--- config.mk ---
export PLATFORM = sky130hd
export DESIGN_NAME = buffer_byte_streamer
export DESIGN_NICKNAME = d
export VERILOG_FILES = /design/src/rtl/buffer_byte_streamer.sv
export SDC_FILE = /design/constraint.sdc
export NUM_CORES = 1
export LEC_CHECK = 0
export CORE_MARGIN = 2
export CORE_UTILIZATION = 30
export CTS_CLUSTER_SIZE = 28
export DETAILED_ROUTE_END_ITERATION = 8
export PLACE_DENSITY = 0.55
export SLEW_MARGIN = 20
export SYNTH_ARGS = -nofsm -noshare
export SYNTH_HDL_FRONTEND = slang
export SYNTH_SLANG_ARGS = --single-unit
--- constraint.sdc ---
create_clock -name Clk -period 2.2 [get_ports Clk]
set_clock_uncertainty 0.15 [all_clocks]
set_input_delay 0.22 -clock Clk [delete_from_list [all_inputs] [get_ports Clk]]
set_output_delay 0.22 -clock Clk [all_outputs]
set_load 0.1 [all_outputs]
--- src/rtl/buffer_byte_streamer.sv ---
// buffer_byte_streamer: streams a byte range out of a 16-bit word RAM over a valid/ready port.
// Define BUFFER_STREAMER_PREFETCH_EN to fetch the next word during EMIT for bubble-free output.
module buffer_byte_streamer (
  input  logic        Clk,
  input  logic        Reset,
  input  logic        Start,
  input  logic [10:0] StartAddr,
  input  logic [10:0] Length,
  input  logic        Abort,
  output logic        Busy,
  output logic        Done,
  output logic        RamReadEnable,
  output logic [9:0]  RamReadAddr,
  input  logic [15:0] RamReadData,
  output logic        OutValid,
  input  logic        OutReady,
  output logic [7:0]  OutData,
  output logic        OutLast
);
  typedef enum logic [1:0] {IDLE, FETCH, EMIT, FINISH} state_t;
  state_t state, state_nx;
  logic [10:0] ptr;
  logic [11:0] cnt;
  logic [15:0] word, cur, word_adv;
  logic cur_pend, xfer, last, adv, rd_pf;
  // RAM data arrives one cycle after the read, so the first EMIT cycle reads it straight off the bus
  assign cur = cur_pend ? RamReadData : word;
  assign xfer = state == EMIT && OutReady;
  assign last = cnt == 12'd1;
  assign adv = xfer && ptr[0] && !last;
`ifdef BUFFER_STREAMER_PREFETCH_EN
  localparam bit pf = 1'b1;
  logic [15:0] nxt;
  logic nxt_valid, nxt_pend;
  assign rd_pf = state == EMIT && cnt > (ptr[0] ? 12'd1 : 12'd2) && !nxt_valid && !nxt_pend;
  assign word_adv = nxt_valid ? nxt : RamReadData;
  always_ff @(posedge Clk or posedge Reset)
    if (Reset) begin
      nxt <= '0;
      nxt_valid <= 1'b0;
      nxt_pend <= 1'b0;
    end else if (Abort || state != EMIT) begin
      nxt_valid <= 1'b0;
      nxt_pend <= 1'b0;
    end else begin
      nxt <= nxt_pend ? RamReadData : nxt;
      nxt_valid <= !adv && (nxt_valid || nxt_pend);
      nxt_pend <= rd_pf && !adv;
    end
`else
  localparam bit pf = 1'b0;
  assign rd_pf = 1'b0;
  assign word_adv = RamReadData;
`endif
  always_ff @(posedge Clk or posedge Reset)
    if (Reset) state <= IDLE;
    else state <= state_nx;
  always_comb begin
    state_nx = state;
    case (state)
      IDLE:    state_nx = Start ? FETCH : IDLE;
      FETCH:   state_nx = EMIT;
      EMIT:    state_nx = !xfer ? EMIT : last ? FINISH : (ptr[0] && !pf) ? FETCH : EMIT;
      default: state_nx = IDLE;
    endcase
    if (Abort) state_nx = IDLE;
  end
  always_ff @(posedge Clk or posedge Reset)
    if (Reset) begin
      ptr <= '0;
      cnt <= '0;
    end else if (state == IDLE && Start && !Abort) begin
      ptr <= StartAddr;
      cnt <= {Length == 11'd0, Length};
    end else if (xfer && !Abort) begin
      ptr <= ptr + 11'd1;
      cnt <= cnt - 12'd1;
    end
  // a word boundary crossed with prefetch either takes the held word or the read issued this cycle
  always_ff @(posedge Clk or posedge Reset)
    if (Reset) begin
      word <= '0;
      cur_pend <= 1'b0;
    end else if (Abort) cur_pend <= 1'b0;
    else if (state == FETCH) cur_pend <= 1'b1;
    else if (pf && adv) begin
      word <= word_adv;
      cur_pend <= rd_pf;
    end else if (cur_pend) begin
      word <= RamReadData;
      cur_pend <= 1'b0;
    end
  assign Busy = state == FETCH || state == EMIT;
  assign Done = state == FINISH;
  assign OutValid = state == EMIT;
  assign OutData = state != EMIT ? 8'd0 : ptr[0] ? cur[15:8] : cur[7:0];
  assign OutLast = state == EMIT && last;
  assign RamReadEnable = state == FETCH || rd_pf;
  assign RamReadAddr = state == FETCH ? ptr[10:1] : rd_pf ? ptr[10:1] + 10'd1 : 10'd0;
endmodule

==> tab_implementation.tex, run 1 <==
\begin{tabular}{lr}
\hline
Metric & Value \\
\hline
\multicolumn{2}{l}{\textbf{Clock tree}} \\
CTS tree & done \\
Clock transition at path regs & roughly 0.09 ns \\
Hold buffer count at cts & 0 \\
CTS Root Buffer Type & sky130\_fd\_sc\_hd\_\_clkbuf\_8 \\
Total CTS buffers & 5 \\
Clock latency reported for the late side of the worst-skew pair & 0.31 ns \\
Sinks on the clock net & 42 \\
H-tree levels & 2 \\
Maximum number of buffers from clock root to sink & 2 \\
\multicolumn{2}{l}{\textbf{STA}} \\
Final Critical Period & between 2 and 2.5 ns \\
Slew headroom & approximately 77\% \\
Final Hold Vio Count & 0 \\
Period Utilization, post-route & 97.8\% \\
Final hold slack & 0.122 ns \\
Worst Max-Slew Pin Slew & 0.340 ns \\
Final setup viols & 0 \\
Maximum clock frequency & 465 MHz \\
Setup repair after global routing missed its margin & no \\
Sum Neg Setup Slack & 0 ns \\
Max Slew Vio Count & 0 \\
\multicolumn{2}{l}{\textbf{Critical path}} \\
Critical path buffers and inverters & 1 \\
Sort of element at the start of the critical path & register \\
Kind of critical path & reg -> out \\
CP Max Fanout & 2 \\
Slowest Stage Delay on Critical Path & 0.42 ns \\
Critical Path AT & 1.78 ns \\
Crit path required time & between 1.5 and 2 ns \\
Cell chain of the critical path & nor4\_4, nor3b\_4, and4\_4, and2\_4, buf\_12 \\
Category of cells accounting for the largest share of critical-path delay & simple AND/OR/NAND/NOR gates \\
Critical path capture point type & output pin \\
Critical Path Slowest Stage Cell & sky130\_fd\_sc\_hd\_\_dfrtp\_1 \\
\multicolumn{2}{l}{\textbf{Synth}} \\
FFs w/ async S/R, synth & 100\% \\
Cell Area, Synth & 2440 um\^{}2 \\
Count of flip-flops with a built-in enable after synthesis & 0 \\
Flop and latch count out of synthesis & 42 \\
Post-Syn Instances & between 200 and 250 \\
Prevailing post-synth register cell & sky130\_fd\_sc\_hd\_\_dfrtp\_1 \\
Post-Synthesis Net Count & $\sim$280 \\
Distinct cell type count of the synthesized netlist & 45 \\
Ys Warns & 0 \\
Post-synthesis sequential area ratio & 43.1\% \\
Average cell area after synthesis & 10.6 um\^{}2 \\
\multicolumn{2}{l}{\textbf{Layout}} \\
Synth-to-Final Area Change & 52.3\% \\
ANT cells & 0 \\
Final nets & 366 \\
Final instance count without filler cells & approximately 420 \\
Fraction of layout cells with a size suffix above 1 & 33.8\% \\
\multicolumn{2}{l}{\textbf{Pwr}} \\
Final Total Pwr & 2.77 mW \\
Static leakage & 1.53 nW \\
Power share of the combinational group & between 30\% and 40\% \\
Register share of total power & between 40\% and 50\% \\
Switch Pwr & 1.01 mW \\
Share of power burned in the clock network & about a fifth \\
Max VDD drop & between 200 and 300 uV \\
Internal power contribution & 1.75 mW \\
Net switching share of the total power & a little over a third \\
Power Density & 745 nW/um\^{}2 \\
\multicolumn{2}{l}{\textbf{Drt}} \\
Per-cell routed wire length & between 10 and 15 um \\
Detailed Route Iter0 Violations & 78 \\
Via count of the routed design & $\sim$2,100 \\
Total DRC errors in the routed layout & 0 \\
Vias per cell & $\sim$5 \\
Aggregate routed wire length & between 6000 and 7000 um \\
First drt pass iteration count & 5 \\
ANT nets after route & 0 \\
\multicolumn{2}{l}{\textbf{Global route}} \\
Global-route wire length before repair & roughly 10,000 um \\
Largest net degree at the start of global routing & 43 \\
GR Overflow Total & 0 \\
Tot GR Track Use & 14.7\% \\
Vias in the first global route & 2,124 \\
Number of antenna violations at the first check in global routing & 0 \\
\multicolumn{2}{l}{\textbf{Placement}} \\
Detail Placement HPWL & 4710 um \\
Cell total after placement & a little over 400 \\
Last weighted congestion value of the routability-driven placer & 0.798 \\
Port bufs & between 60 and 70 \\
\multicolumn{2}{l}{\textbf{Die}} \\
Die height & 94.2 um \\
Number of top-level pins & 66 \\
Area enclosed by the die boundary & between 8000 and 9000 um\^{}2 \\
Row count & 32 \\
Core box area & about 7800 um\^{}2 \\
Horizontal die dimension & $\sim$94 um \\
Initial core utilization & 31.2\% \\
\multicolumn{2}{l}{\textbf{Status}} \\
Status & finished clean \\
\multicolumn{2}{l}{\textbf{Run}} \\
Number of max-cap violations & 0 \\
\multicolumn{2}{l}{\textbf{Worst hold path}} \\
Classification of the worst-slack hold path & in -> async \\
\hline
\end{tabular}
flip-flops by register name, indices dropped and copies added (netlist names):
signal	flops
cnt	12
cur_pend	1
ptr	11
state	2
word	16
tightest hold or removal path: cells and delay by family:
kind / cells / cell delay, ns
buffers and inverters: 3 / 0.74
routing by layer:
metal  routed length (um)  global-route usage, %
met5                    0                      0
met4                   64                   3.62
met3                  342                   3.37
met2                 2920                   23.9
met1                 2920                   19.8
Yosys cell counts, types with 5 or more instances:
library cell / number / area (um^2)
sky130_fd_sc_hd__and2_1: 18 / 113
sky130_fd_sc_hd__nor2_1: 13 / 48.8
sky130_fd_sc_hd__inv_1: 5 / 18.8
sky130_fd_sc_hd__mux4_2: 8 / 180
sky130_fd_sc_hd__nand3_1: 6 / 30.0
sky130_fd_sc_hd__ha_1: 7 / 87.6
sky130_fd_sc_hd__and3_1: 6 / 37.5
sky130_fd_sc_hd__nand2_1: 29 / 109
sky130_fd_sc_hd__clkbuf_1: 5 / 18.8
sky130_fd_sc_hd__nor3_1: 5 / 25.0
sky130_fd_sc_hd__mux2_2: 16 / 180
sky130_fd_sc_hd__dfrtp_1: 42 / 1050
sky130_fd_sc_hd__a21oi_1: 6 / 30.0
sky130_fd_sc_hd__o21ai_0: 13 / 65.1
cell type report:
| cell class | count | area, um^2 |
|---|---|---|
| multi-input combinational | 175 | 1370 |
| tap | 102 | 128 |
| fill | 745 | 4090 |
| inverter | 5 | 18.8 |
| sequential | 42 | 1050 |
| timing repair buffer | 87 | 1060 |
| clock inverter | 3 | 21.3 |
| clock buffer | 5 | 68.8 |
per-stage QoR:
| step | instance area (um^2) | setup WS, ns | util [%] |
|---|---|---|---|
| CTS | 3710 | 0.0110 | 47.6 |
| floorplan | 2480 | 0.0355 | - |
| finish | 3710 | 0.0475 | 47.6 |
| global route | 3710 | 0.00163 | 47.6 |
| global placement | 3590 | 0.175 | 46.0 |
| detailed placement | 3590 | 0.134 | 46.0 |
cell usage in the layout, fill, tap and decap left out, types with 2 or more instances in the layout:
master | synthesis | routed
sky130_fd_sc_hd__nor3_1 | 5 | 5
sky130_fd_sc_hd__nand3_1 | 6 | 6
sky130_fd_sc_hd__o211ai_1 | 4 | 4
sky130_fd_sc_hd__nand2_1 | 29 | 29
sky130_fd_sc_hd__mux4_2 | 8 | 8
sky130_fd_sc_hd__buf_12 | 0 | 24
sky130_fd_sc_hd__dfrtp_1 | 42 | 42
sky130_fd_sc_hd__a21oi_1 | 6 | 6
sky130_fd_sc_hd__o211a_1 | 2 | 2
sky130_fd_sc_hd__a31oi_1 | 3 | 3
sky130_fd_sc_hd__and3_1 | 6 | 6
sky130_fd_sc_hd__xnor2_1 | 3 | 3
sky130_fd_sc_hd__inv_1 | 5 | 5
sky130_fd_sc_hd__mux2_2 | 16 | 16
sky130_fd_sc_hd__clkdlybuf4s50_1 | 0 | 42
sky130_fd_sc_hd__ha_1 | 7 | 5
sky130_fd_sc_hd__buf_4 | 0 | 21
sky130_fd_sc_hd__o21ai_0 | 13 | 13
sky130_fd_sc_hd__nor4_1 | 2 | 2
sky130_fd_sc_hd__clkbuf_8 | 0 | 5
sky130_fd_sc_hd__and2_2 | 1 | 18
sky130_fd_sc_hd__o22ai_1 | 3 | 3
sky130_fd_sc_hd__nand3b_1 | 2 | 2
sky130_fd_sc_hd__nand4_1 | 3 | 3
sky130_fd_sc_hd__xor2_1 | 4 | 4
sky130_fd_sc_hd__nor2_1 | 13 | 13
sky130_fd_sc_hd__a211oi_1 | 2 | 2
power by group through the flow:
stage / Combinational (mW) / Sequential, mW / Clock [mW]
2_1_floorplan: 0.735 / 1.13 / 0
3_3_place_gp: 1.08 / 1.16 / 0
3_5_place_dp: 1.09 / 1.17 / 0
4_1_cts: 1.10 / 1.15 / 0.537
5_1_grt: 1.18 / 1.18 / 0.573
6_report: 1.09 / 1.15 / 0.518
path summary, 6_finish.rpt:
path / start / to / slack, ns / cells past startpoint
max in group asynchronous: Reset / state[1]$_DFF_PP0_ / 1.56 / 3
min in group Clk: StartAddr[5] / ptr[5]$_DFFE_PP0P_ / 0.32 / 3
worst max register to register: state[0]$_DFF_PP0_ / cnt[4]$_DFFE_PP0P_ / 0.20 / 7
worst max-delay path: cnt[5]$_DFFE_PP0P_ / OutLast / 0.05 / 5
worst min-delay path: Reset / word[8]$_DFFE_PP0P_ / 0.12 / 3
worst min register to register: word[13]$_DFFE_PP0P_ / word[13]$_DFFE_PP0P_ / 0.36 / 1
cells by family (layout without fill, tap and decap cells):
logic type / count (synthesis) / after routing / synth area share, %
xor gates and xnor gates: 7 / 7 / 2.51
adders and majority gates: 7 / 7 / 3.59
muxes: 24 / 24 / 14.8
DFF: 42 / 42 / 43.1
and+or+nand+nor: 93 / 93 / 21.2
AOI/OAI and AO/OA: 44 / 44 / 12.5
buffers and inverters: 14 / 100 / 2.36
timing repair:
action	4_1_cts	5_1_grt
setup buffers	4	0
pin swaps	2	0
endpoints found under the setup margin	1	1
resized for setup	0	1
No activity file was read; power rests on OpenSTA's default activity.
==> run 2, diff against run 1 <==
Settings changed: CTS_CLUSTER_DIAMETER set to 40.
==> results of run 2 <==
The final DEF is identical to that of run 1; final timing and power are the same.
